<file path="src/rtl/chip8_alu_exec.sv">
// Sequencer for CHIP-8 8XYN register-to-register instructions.
// Owns the register-file port while an 8XYN executes: reads Vx and Vy,
// presents operands to the external combinational ALU, writes the result
// back to Vx and, for flag-producing ops, the carry/borrow to VF.
//
// state   | meaning
// --------+-----------------------------------------------------------
// IDLE    | waiting for start; latches x/y/n on start
// RD_X    | rf_addr = x, Vx read in flight
// RD_Y    | rf_addr = y, Vx captured
// CAP_Y   | Vy arrives; ALU operand/op registers loaded
// WB_X    | write alu_out to Vx, latch alu_carry into flag
// WB_F    | write {7'b0, flag} to VF
// DONE    | one-cycle done pulse, error if N was illegal
module chip8_alu_exec #(
    parameter logic [3:0] VF_ADDR = 4'hF,
    parameter bit         SUBN_EN = 1'b1
) (
    input  logic       clk,
    input  logic       rst_n,
    input  logic       start,
    input  logic [3:0] op_x,
    input  logic [3:0] op_y,
    input  logic [3:0] op_n,
    output logic       busy,
    output logic       done,
    output logic       error,
    output logic [3:0] rf_addr,
    output logic       rf_we,
    output logic [7:0] rf_wdata,
    input  logic [7:0] rf_rdata,
    output logic [7:0] alu_x,
    output logic [7:0] alu_y,
    output logic [2:0] alu_op,
    input  logic [7:0] alu_out,
    input  logic       alu_carry
);

    typedef enum logic [2:0] {
        S_IDLE  = 3'd0,
        S_RD_X  = 3'd1,
        S_RD_Y  = 3'd2,
        S_CAP_Y = 3'd3,
        S_WB_X  = 3'd4,
        S_WB_F  = 3'd5,
        S_DONE  = 3'd6
    } state_t;

    state_t     state, state_d;
    logic [3:0] x_q, y_q, n_q;
    logic [7:0] reg_vx;
    logic       flag_q;
    logic [7:0] alu_x_q, alu_y_q;
    logic [2:0] alu_op_q;
    logic [3:0] addr_q;

    function automatic logic n_legal(input logic [3:0] n);
        return (n <= 4'd6) || (n == 4'hE) || ((n == 4'd7) && SUBN_EN);
    endfunction

    function automatic logic n_flag(input logic [3:0] n);
        return (n == 4'd4) || (n == 4'd5) || (n == 4'd6) || (n == 4'd7) || (n == 4'hE);
    endfunction

    // 8XY7 reuses SUB with operands swapped; 8XYE is SHL.
    function automatic logic [2:0] n_to_op(input logic [3:0] n);
        if (n == 4'hE)
            return 3'd7;
        else if (n == 4'd7)
            return 3'd5;
        else
            return n[2:0];
    endfunction

    assign alu_x  = alu_x_q;
    assign alu_y  = alu_y_q;
    assign alu_op = alu_op_q;

    // Next-state and port drive; rf_addr falls back to its held value.
    always_comb begin
        state_d  = state;
        busy     = (state != S_IDLE);
        done     = 1'b0;
        error    = 1'b0;
        rf_we    = 1'b0;
        rf_wdata = 8'h00;
        rf_addr  = addr_q;
        case (state)
            S_IDLE: begin
                if (start)
                    state_d = n_legal(op_n) ? S_RD_X : S_DONE;
            end
            S_RD_X: begin
                rf_addr = x_q;
                state_d = S_RD_Y;
            end
            S_RD_Y: begin
                rf_addr = y_q;
                state_d = S_CAP_Y;
            end
            S_CAP_Y: begin
                state_d = S_WB_X;
            end
            S_WB_X: begin
                rf_we    = 1'b1;
                rf_addr  = x_q;
                rf_wdata = alu_out;
                state_d  = n_flag(n_q) ? S_WB_F : S_DONE;
            end
            S_WB_F: begin
                rf_we    = 1'b1;
                rf_addr  = VF_ADDR;
                rf_wdata = {7'b0, flag_q};
                state_d  = S_DONE;
            end
            S_DONE: begin
                done    = 1'b1;
                error   = ~n_legal(n_q);
                state_d = S_IDLE;
            end
            default: state_d = S_IDLE;
        endcase
    end

    // State register plus opcode, operand and flag capture.
    // Vy is not kept separately: it lands directly in the ALU operand
    // registers, which only change on the CAP_Y -> WB_X edge so the ALU
    // inputs hold between instructions.
    always_ff @(posedge clk or negedge rst_n) begin
        if (!rst_n) begin
            state    <= S_IDLE;
            x_q      <= 4'h0;
            y_q      <= 4'h0;
            n_q      <= 4'h0;
            reg_vx   <= 8'h00;
            flag_q   <= 1'b0;
            alu_x_q  <= 8'h00;
            alu_y_q  <= 8'h00;
            alu_op_q <= 3'd0;
            addr_q   <= 4'h0;
        end else begin
            state  <= state_d;
            addr_q <= rf_addr;
            if (state == S_IDLE && start) begin
                x_q <= op_x;
                y_q <= op_y;
                n_q <= op_n;
            end
            if (state == S_RD_Y)
                reg_vx <= rf_rdata;
            if (state == S_CAP_Y) begin
                alu_op_q <= n_to_op(n_q);
                if (n_q == 4'd7) begin
                    alu_x_q <= rf_rdata;
                    alu_y_q <= reg_vx;
                end else begin
                    alu_x_q <= reg_vx;
                    alu_y_q <= rf_rdata;
                end
            end
            if (state == S_WB_X)
                flag_q <= alu_carry;
        end
    end

endmodule
</file>
<file path="config.mk">
export PLATFORM = sky130hd
export DESIGN_NAME = chip8_alu_exec
export DESIGN_NICKNAME = d
export VERILOG_FILES = /design/src/rtl/chip8_alu_exec.sv
export SDC_FILE = /design/constraint.sdc
export NUM_CORES = 1
export LEC_CHECK = 0
export CAP_MARGIN = 25
export CORE_MARGIN = 1
export CORE_UTILIZATION = 45
export CTS_CLUSTER_DIAMETER = 80
export CTS_CLUSTER_SIZE = 16
export DETAILED_ROUTE_END_ITERATION = 10
export GPL_TIMING_DRIVEN = 0
export HOLD_SLACK_MARGIN = 0.15
export PLACE_DENSITY = 0.77
export REMOVE_ABC_BUFFERS = 1
export SKIP_LAST_GASP = 1
export SLEW_MARGIN = 0
export SYNTH_ARGS = -nofsm -noshare
export SYNTH_HDL_FRONTEND = slang
export SYNTH_SLANG_ARGS = --single-unit
</file>
<file path="constraint.sdc">
create_clock -name clk -period 1.95 [get_ports clk]
set_clock_uncertainty 0.2 [all_clocks]
set_input_delay 0.2925 -clock clk [delete_from_list [all_inputs] [get_ports clk]]
set_output_delay 0.2925 -clock clk [all_outputs]
set_load 0.005 [all_outputs]
</file>
# Word level (Yosys, flattened, before mapping)

Index checks and enable logic that the tools add are counted.

Multiply operators: 0
Multiplexer cells: 13
Equality and inequality tests: 14
Reduce and logical (&&, ||, !) cells: 13
Shift-type cells: 0
Bitwise logic cells: 1
Divide/modulo/power cells: 0
Add/sub/neg operators: 0
Order comparisons: 2

Operators with widths:

| operator           | count |
|---|---|
| $eq 4x3->1 const B | 5 |
| $pmux 3 s6         | 1 |
| $mux 8             | 2 |
| $pmux 8 s2         | 1 |
| $mux 3             | 4 |
| $pmux 4 s3         | 1 |
| $eq 3x3->1 const B | 3 |
| $eq 4x4->1 const B | 2 |
| $le 4x3->1 const B | 2 |
| $logic_or 1x1->1   | 8 |
| $eq 3x2->1 const B | 2 |
| $reduce_or 2->1    | 2 |
| $eq 3x1->1 const B | 1 |
| $logic_not 3->1    | 1 |
| $mux 1             | 3 |
| $reduce_bool 3->1  | 1 |
| $mux 2             | 1 |
| $ne 2x2->1 const B | 1 |
| $logic_and 1x1->1  | 1 |
| $not 1->1          | 1 |

Bits in read-only memories: 0
Output and inout port bits: 35
Bits in latches: 0
Memories kept: 0
Bits in registers: 47
Bits in writable memories: 0
Bits of input ports: 32

# Longest topological paths before layout

Depth in word-level cells: 7
Gate-level depth with buffers: 5
Gate-level depth less buffers: 3

# Least setup slack after synthesis

Ideal clock, no wire load.

Kind: register to register
Start point: register state[2]
End point: register n_q[2]
Required time: 1625 ps
Buffers on the path: 1
Setup slack: 227 ps
Arrival time: 1398 ps
Cell stages (with the launch flop): 5
Cell sequence: dfrtp_1 -> or3_4 -> nor2_4 -> buf_12 -> mux2_4

Word-level cells in the longest chain between the ends: 2

Ends and longest elaborated chain:

| item                   | RTL line | text |
|---|---|---|
| from (decl)            | 49       | `state_t state, state_d;` |
| from (signal assigned) | 142      | `state <= state_d;` |
| $logic_not 3->1        | 144      | `if (state == S_IDLE && start) begin` |
| $logic_and 1x1->1      | 144      |  |
| to (signal assigned)   | 147      | `n_q <= op_n;` |
| to (decl)              | 50       | `logic [3:0] x_q, y_q, n_q;` |

No other way between the ends.
A chain may end at the register's enable or synchronous reset.

# Final worst setup path

Start point: register state[1]
End point: output port rf_addr[2]

Word-level cells in the longest chain between the ends: 3
Elaborated cells on any way between the ends: 6

Ends and longest elaborated chain:

| item                                            | RTL line | text |
|---|---|---|
| $eq 3x3->1 / $eq 3x1->1 (equally long branches) | 88       | `case (state)` |
| $reduce_or 2->1 (no source line)                | --       |  |
| $pmux 4 s3 *                                    | 88       |  |
| to (decl)                                       | 28       | `output logic [3:0] rf_addr,` |

Mark *: on every way between the ends. The rest lies on a longest branch, timed or not.

==> reports/metrics.yaml <==
syn_inst: 198
cts_max_path_buffers: 2
place.port_buffers: 66
timing.fmax_ghz: 0.457
slew_violations: 0
cts_made_buffers: 5
max_stage_delay_ns: 0.44
first_pass_iters: 4
powerDensity_nw_per_um2: 1660
synth_fa_ha_area_share_pct: 0
synth_area_per_cell_sq_um: 11.5
synth_compound_area_share_pct: 12.1
synth-simple-area-share_pct: 12.3
finalCritPeriodShare_pct: 112
grt.overflow.total: 0
finalSetupViolations: 19
worstPathArrival_ns: 1.70
seq_area_sq_um: 1180
slew_headroom_pct: 73.8
wl_per_cell_um: 16.1
diodes: 0
vias_per_cell: 5.31
crit_family: "flip-flops"
cts_tree: "built"
clk_latency_ns: 0.30
r2r_end: "y_q[3]"
clkTransAtPathRegs_ns: 0.09
grt_pass1_vias: 1868
vias: 1912
fin_ws_ns: -0.238
multi_input_area_sq_um: 1190
critPathSlowestCell: "dfrtp_2"
cts_root_buf: "clkbuf_8"
grt_max_degree: 33
path_cells: "buf_4 -> or2_4 -> o22ai_1 -> a221oi_2 -> clkdlybuf4s15_1"
leakage_nw: 1.61
fin_crit_ns: 2.19
die_area_sq_um: 5330
final_util_pct: 74.3
nFillCells: 321
ys_types: 33
ys_seq_area_share_pct: 51.8
p_sw_share_pct: 36.4
ir_worst_vdd_v: 0.000900
layout_commonest_cell: "clkdlybuf4s50_1"
reg2reg_depth: 6
critPathLaunchType: "flop"
power_frac_clock_pct: 10.6
grt_pass1_wl_mm: 9.09
regToRegSetupSlack_ns: -0.10
dieWidth_um: 73.0
core_area_sq_um: 4790
status: "finished, violations left"
pwr-share-seq_pct: 32.4
htree_levels: 2
setup_tns_ns: -1.92
synth_mux_area_share_pct: 19.6
yosysWarningCount: 0
initial_core_util_pct: 47.4
finalHoldViolations: 0
synth_seq_cells: 47
antenna_found_initial: 0
worst_hold_slack_ns: 0.239
ant_nets: 0
p_int_mw: 3.76
drtIter0Drc: 100
area_growth_pct: 56.7
pwr-share-comb_pct: 57.0
max_cap_violations: 0
synth_area_sq_um: 2270
fp.dieH_um: 73.0
drc: 0
crit_required_ns: 1.46
dp_hpwl_mm: 3.20
rsz0062_at_grt: "true"
worst_slew_pin_slew_ns: 0.394
violations: "setup timing"
grt_usage_pct: 22.4
drt-total-wl_mm: 5.79
crit_type: "reg2out"
critPathBufInv: 2
cp_max_fo: 5
reg2reg_from: "state[1]"
drive_gt1_share_pct: 36.5
final_nets: 324
dpl_cell_area_sq_um: 2990
post-route-cell-area_sq_um: 3560
synth_top_family_by_area: "multiplexers"
rows: 25
io_pins: 67
cts.sinks: 47
power_switching_mw: 2.15
synth_xor_area_share_pct: 0
final_cell_mix: "clkdlybuf4s50_1, dfrtp_1, nand2_1"
critPathCaptureType: "output port"
gp_congestion: 0.786
hp-class: "in2async"
## stage by stage
| step | cells | total power, mW | worst slack [ns] |
|---|---|---|---|
| after floorplan | 186 | 3.09 | 0.00238 |
| after CTS | 353 | 5.43 | -0.223 |
| final | 360 | 5.91 | -0.238 |
| after global routing | 360 | 6.28 | -0.283 |
| after detailed placement | 322 | 4.19 | -0.569 |
| after global placement | 319 | 4.08 | -0.904 |
## worst max path at each step
stage / start / end / slack [ns] / depth (start not counted)
floorplan: n_q[3] / alu_x[0] / 0.002 / 3
global placement: rst_n / x_q[2] / -0.90 / 1
detailed placement: state[0] / rf_addr[1] / -0.57 / 4
CTS: state[0] / rf_addr[0] / -0.22 / 5
global route: state[0] / rf_addr[2] / -0.28 / 5
finish: state[1] / rf_addr[2] / -0.24 / 5
## worst register-to-register path: cells and delay by family, from the launching register on
family / cells / cell delay (ns)
buf+inv: 3 / 0.43
flops: 1 / 0.44
mux: 1 / 0.31
simple gates: 2 / 0.56
## registers in the layout, summed over array words and instances (netlist names)
| name | flops |
|---|---|
| state | 3 |
| alu_y | 8 |
| reg_vx | 8 |
| addr_q | 4 |
| alu_x | 8 |
| alu_op | 3 |
| y_q | 4 |
| n_q | 4 |
| flag_q | 1 |
| x_q | 4 |
## Yosys cell counts (all sizes together)
cell type / number / area (sq um)
o21ai: 21 / 105
mux2: 21 / 274
mux2i: 17 / 170
inv: 5 / 18.8
nand3b: 4 / 30.0
nor2: 6 / 37.5
nand2b: 2 / 12.5
dfrtp: 47 / 1180
nand2: 22 / 82.6
clkbuf: 5 / 18.8
nor3: 2 / 10.0
and3: 7 / 43.8
and2: 4 / 25.0
o211ai: 1 / 7.51
a31oi: 2 / 12.5
a21oi: 1 / 5.00
buf: 7 / 58.8
o22ai: 8 / 50.1
nand4b: 1 / 8.76
or3: 1 / 11.3
o31a: 1 / 8.76
a2111oi: 4 / 35.0
a221oi: 4 / 35.0
a211oi: 2 / 15.0
or2: 2 / 12.5
nand3: 1 / 5.00
## power by group through the flow
stage / clock network [mW] / registers (mW) / logic, mW
after global routing: 0.691 / 1.98 / 3.61
after floorplan: 0 / 1.83 / 1.25
after CTS: 0.641 / 1.87 / 2.91
after global placement: 0 / 1.90 / 2.18
after detailed placement: 0 / 1.91 / 2.28
final: 0.624 / 1.92 / 3.37
## cell type report
cell class                 instances  area share [%]
clock buffer                       6            2.32
clock inverter                     2           0.457
inverter                           5           0.809
multi-input combinational        134            33.4
sequential                        47            33.2
tap                               67            2.36
timing repair buffer              99            27.4
## cell families (layout without fill, tap and decap cells)
kind of cell / after synthesis / after routing
AOI/OAI and AO/OA: 44 / 44
buffers and inverters: 17 / 112
DFF: 47 / 47
muxes: 38 / 38
and+or+nand+nor: 52 / 52
## repair_timing
item                                    CTS  global route
endpoints found under the setup margin   28            44
hold buffers                              1             0
buffers inserted                         22             9
pin swaps                                 9             9
gates resized for setup                  64            50
cloned                                    0             0
hold endpoints to repair                 47             0
## per-layer routing
metal	track usage, %	up-vias	share of wire, %
met5	0	-	0
met2	36.1	60	50
met3	3.73	8	3.5
li1	-	903	-
met4	7.63	0	1.3
met1	30.5	941	45
No activity file was read; power rests on OpenSTA's default activity.
==> edit 1, RTL diff (same flow settings) <==
Make the reset (`rst_n`) synchronous in one clocked block.
--- a/src/rtl/chip8_alu_exec.sv
+++ b/src/rtl/chip8_alu_exec.sv
@@ -126,7 +126,7 @@
     // Vy is not kept separately: it lands directly in the ALU operand
     // registers, which only change on the CAP_Y -> WB_X edge so the ALU
     // inputs hold between instructions.
-    always_ff @(posedge clk or negedge rst_n) begin
+    always_ff @(posedge clk) begin
         if (!rst_n) begin
             state    <= S_IDLE;
             x_q      <= 4'h0;
Function: differs if rst_n is asserted again (counterexample within 4 cycles, from zero or initial values and one cycle with rst_n low); with rst_n held inactive, the same outputs for 10 cycles.
==> edit 1 against the original RTL <==
The flow still finishes with violations (setup timing); first-iteration DRC count decreased by 32%; setup slack improved by 180 ps; die area rose by 1.3%; global-route usage increased by 0.62 points; power shrank 30%; critical path depth is 1 higher; synthesized area rose by 1.4%; combinational power shrank 41%; routed wire length increased by 3.8%; design area is 2.3% lower; sequential cell count did not move; critical path type unchanged.
==> edit 1: results (changes against the original RTL) <==
[yosys]
synthTopCellsByCount = 47 x dfxtp_1, 31 x mux2i_1, 25 x o21ai_0, 22 x nand2_1, 18 x a21oi_1
yosys-top-cells-area = dfxtp_1 41%, mux2i_1 13%, o21ai_0 5.4%, o21ai_2 4.6%, nor2b_1 4.4%
synthMuxAreaShare = 0.1349  ; -0.06084
yosysUniqueCellTypes = 39  ; +18%
ys_seq_area_frac = 0.4089  ; -0.1093
ys_warn_count = 0  ; unchanged
postSynthCellCount = 256  ; +29%
synth_compound_area_frac = 0.1854  ; +0.06470
ys_async_sr_fraction = 0  ; -1.000
yosys.area_share.adder = 0  ; unchanged
synth_ff_type = dfxtp_1
synth-xor-area-share = 0.003806  ; +0.003806

[worst_hold_path]
holdCritPathClass = reg2reg
hp-start = alu_op[1]$_SDFFE_PN0P_

[routing]
wl_met1_mm = 2.579  ; -0.27%
routed.top_layer = met4
routed_wirelength_mm = 6.007  ; +3.8%
route.met3.wl_um = 475  ; +130%
drt_iter0_markers = 68  ; -32%
met2_wirelength_mm = 2.815  ; -3.6%
via_count = 2164  ; +13%

[critical_path]
critPathMaxStageDelay_ps = 380  ; -60 ps
r2r-start = state[2]$_SDFFE_PN0P_
cpLargestDelayFamily = flip-flops
crit_path_end = rf_addr[1]
critPathSlowestCell = dfxtp_4
cp_max_fo = 5  ; unchanged
worstSetupStartpoint = state[1]$_SDFFE_PN0P_
reg2reg_depth = 4  ; -2
r2r-end = x_q[3]$_SDFFE_PN0P_
ff2ff_setup_slack_ps = 80  ; +180 ps
worstPathArrival_ps = 1520  ; -180 ps

[global_routing]
grt_pass1_vias = 2023  ; +8.3%
met3_usage = 0.07956  ; +0.04227
grt_max_degree = 60  ; +82%
gr-usage-all-layers = 0.2298  ; +0.006182
grtUsageMet2 = 0.3802  ; +0.01911
antenna_found_initial = 0  ; unchanged
met1_usage = 0.2751  ; -0.02988
grt_pass1_wl_mm = 9.535  ; +4.8%

[cells_and_area]
layout-drive-gt1-share = 0.2957  ; -0.06954
instances_no_fill = 412  ; +14%
layout.nets = 376  ; +16%
num-fill-cells = 389  ; +21%

[placed_design]
postPlaceCellArea_um2 = 2934  ; -2.0%
gp_congestion = 0.7379  ; -6.1%
dp.cells = 366  ; +14%
place_ws_ps = -567.0  ; +2.158 ps
detailed_place_hpwl_mm = 3.293  ; +2.8%

[power_and_ir_drop]
peakVddDrop_v = 0.0006514  ; -28%
p_leak_uw = 0.001480  ; -8.3%

[timing]
setup_viol = 5  ; -14
fin_hold_ws_ps = 261.2  ; +21.93 ps
worst_slack_ps = -61.32  ; +177.1 ps
setup_tns_ps = -232.5  ; +1685 ps
tightest_slew_ps = 963.4  ; +569.9 ps

[clock_network]
clkTransAtPathRegs_ps = 90  ; about the same
clkLatencyLatePin_ps = 310

[outcome]
outcome = finished, violations left
violations = setup timing

edit 1: cell count changes after synthesis, sizes merged, moves of 6 or more:
cell,change
a21oi,+17
buf,+6
clkbuf,+6
dfrtp,-47
dfxtp,+47
mux2,-21
mux2i,+14
nand3,+11
nor2b,+16
o21ai,+16
o22ai,-7
edit 1: report_power, final:
part	internal, µW	switching [µW]
Clock	415	339
Combinational	1130	872
Sequential	1180	204
Total	2730	1420
edit 1: timing repair:
item	4_1_cts	5_1_grt
cloned	0	0
buffers inserted	32	6
setup endpoints to repair	55	25
resized for setup	77	26
pin swaps	17	10
edit 1: cell type report:
type,count,area [µm²],area share
clock buffer,6,82.58,0.02378
clock inverter,2,35.03,0.01009
inverter,2,7.507,0.002161
multi-input combinational,183,1341,0.3862
sequential,47,952.2,0.2741
tap,67,83.83,0.02414
timing repair buffer,105,970.9,0.2795
==> edit 2, RTL diff (same settings) <==
Made on the original files. Change the parameter `SUBN_EN` from 1'b1 to 1'b0.
--- a/src/rtl/chip8_alu_exec.sv
+++ b/src/rtl/chip8_alu_exec.sv
@@ -14,7 +14,7 @@
 // DONE    | one-cycle done pulse, error if N was illegal
 module chip8_alu_exec #(
     parameter logic [3:0] VF_ADDR = 4'hF,
-    parameter bit         SUBN_EN = 1'b1
+    parameter bit         SUBN_EN = 1'b0
 ) (
     input  logic       clk,
     input  logic       rst_n,
Formal check against the unedited RTL: not equivalent (Yosys sat finds a counterexample within 4 cycles, from zero or initial values and one cycle with rst_n low).
==> edit 2 against the original RTL <==
The flow still finishes with violations (setup timing); clock power shrank 6.6%; power decreased by 7.5%; critical path depth is the same; worst hold slack gained 37 ps; synthesized area rose by 1.4%; routed wire length fell by 3.6%; sequential cell count is the same; setup slack lost 83 ps; design area fell by 5.6%.
==> edit 2: results (changes against the original RTL) <==
[yosys]
synth_compound_area_frac = 0.1054  ; -0.01529
synthTopCellsByCount = 47 x dfrtp_1, 21 x mux2i_1, 21 x nand2_1, 17 x o21ai_0, 11 x mux2_2
yosys.area_share.adder = 0  ; unchanged
yosys-top-cells-area = dfrtp_1 51%, mux2i_1 9.1%, mux2_4 6.5%, mux2_2 5.4%, o21ai_0 3.7%
ys_async_sr_fraction = 1.000  ; unchanged
ys_seq_area_frac = 0.5109  ; -0.007322
yosysUniqueCellTypes = 35  ; +6.1%
yosysMostFrequentCell = dfrtp_1
synthMuxAreaShare = 0.2152  ; +0.01952

[outcome]
outcome = finished, violations left
violations = setup timing

[global_routing]
antenna_found_initial = 0  ; unchanged
grt_pass1_wl_mm = 8.480  ; -6.8%
gr-usage-all-layers = 0.2063  ; -0.01731
grt_max_degree = 28  ; -15%
grt_pass1_vias = 1855  ; -0.70%

[critical_path]
r2r-end = reg_vx[1]$_DFFE_PN0N_
worstPathArrival_ps = 1780  ; +80 ps
ff2ff_setup_slack_ps = 20  ; +120 ps
cp_max_fo = 4  ; -1

[worst_hold_path]
holdCritPathClass = in2async

[routing]
via_per_inst = 5.297  ; -0.26%
routed_wirelength_mm = 5.581  ; -3.6%
drt_iter0_markers = 99  ; -1.0%
firstDrtPassIters = 4  ; unchanged

[timing]
fin_hold_ws_ps = 276.8  ; +37.48 ps
setup_viol = 15  ; -4
worst_slack_ps = -320.9  ; -82.50 ps
slew_headroom = 0.6280  ; -0.1096

[cells_and_area]
layout.nets = 317  ; -2.2%
num-fill-cells = 370  ; +15%
n_antenna_cell = 0  ; unchanged
layout-drive-gt1-share = 0.3427  ; -0.02253

[clock_network]
cts_buffers = 5  ; unchanged
clock_path_buffers = 2  ; unchanged
cts_max_level = 2  ; unchanged
cts-root-buf = clkbuf_8

[power_and_ir_drop]
p_leak_uw = 0.001585  ; -1.8%
peakVddDrop_v = 0.0007796  ; -13%

[placed_design]
io_buffers = 66  ; unchanged
gp_congestion = 0.7181  ; -8.6%
postPlaceCellArea_um2 = 3009  ; +0.50%
place_ws_ps = -756.6  ; -187.5 ps
detailed_place_hpwl_mm = 3.297  ; +2.9%

==> edit 2: critical path, stage by stage, from the launching register on <==
cell	delay, ps
dfrtp_4	520
buf_6	140
buf_4	130
mux2i_1	120
a222oi_1	370
buf_2	200
==> edit 2: power by group <==
group | internal (µW) | switching (µW)
Clock | 251 | 331
Sequential | 1490 | 378
Combinational | 1780 | 1250
Total | 3510 | 1960
==> edit 2: area by class of cell <==
class                   count  area, µm²  share of cell area
clock buffers               6      72.57             0.02162
inverters                   3      18.77            0.005591
repair buffers             96      913.4              0.2721
well taps                  67      83.83             0.02497
clock inverters             2      12.51            0.003727
multi-input cells         132       1074              0.3198
flip-flops and latches     47       1182              0.3522
==> edit 2: how the worst max path moves through the flow <==
stage                               startpoint               endpoint  slack [ps]
after floorplan           state[1]$_DFFE_PN0P_  alu_op[2]$_DFFE_PN0P_        -320
after global placement                   rst_n     y_q[1]$_DFFE_PN0P_        -930
after detailed placement  state[1]$_DFFE_PN0P_             rf_addr[2]        -760
after CTS                 state[1]$_DFFE_PN0P_             rf_addr[2]        -300
after global routing      state[1]$_DFFE_PN0P_             rf_addr[1]        -370
final                     state[1]$_DFFE_PN0P_             rf_addr[1]        -320
==> edit 2: repair_timing <==
action,CTS,global route
pin swaps,13,8
hold buffers,1,0
endpoints found under the hold margin,47,0
gates resized for setup,79,21
cloned,0,1
buffers inserted,21,8
endpoints found under the setup margin,45,27
==> edit 2: stage by stage <==
stage | setup TNS, ps | power [µW] | std cells
6_report | -2607 | 5473 | 353
5_1_grt | -3447 | 5793 | 353
4_1_cts | -2917 | 5166 | 346
3_5_place_dp | -11230 | 4258 | 317
3_3_place_gp | -64140 | 4126 | 314
2_1_floorplan | -3188 | 3138 | 181
==> edit 2: kinds of logic after synthesis <==
| group | count (synthesis) |
|---|---|
| flops | 47 |
| simple gates | 49 |
| mux | 43 |
| compound gates | 39 |
| buf+inv | 14 |
==> edit 2: per-layer routing <==
layer | track usage | part of all wire | up-vias
met5 | 0 | 0 | -
met4 | 0.09402 | 0.017 | 0
met3 | 0.06584 | 0.044 | 9
met2 | 0.3231 | 0.52 | 72
met1 | 0.2605 | 0.42 | 922
li1 | - | - | 867
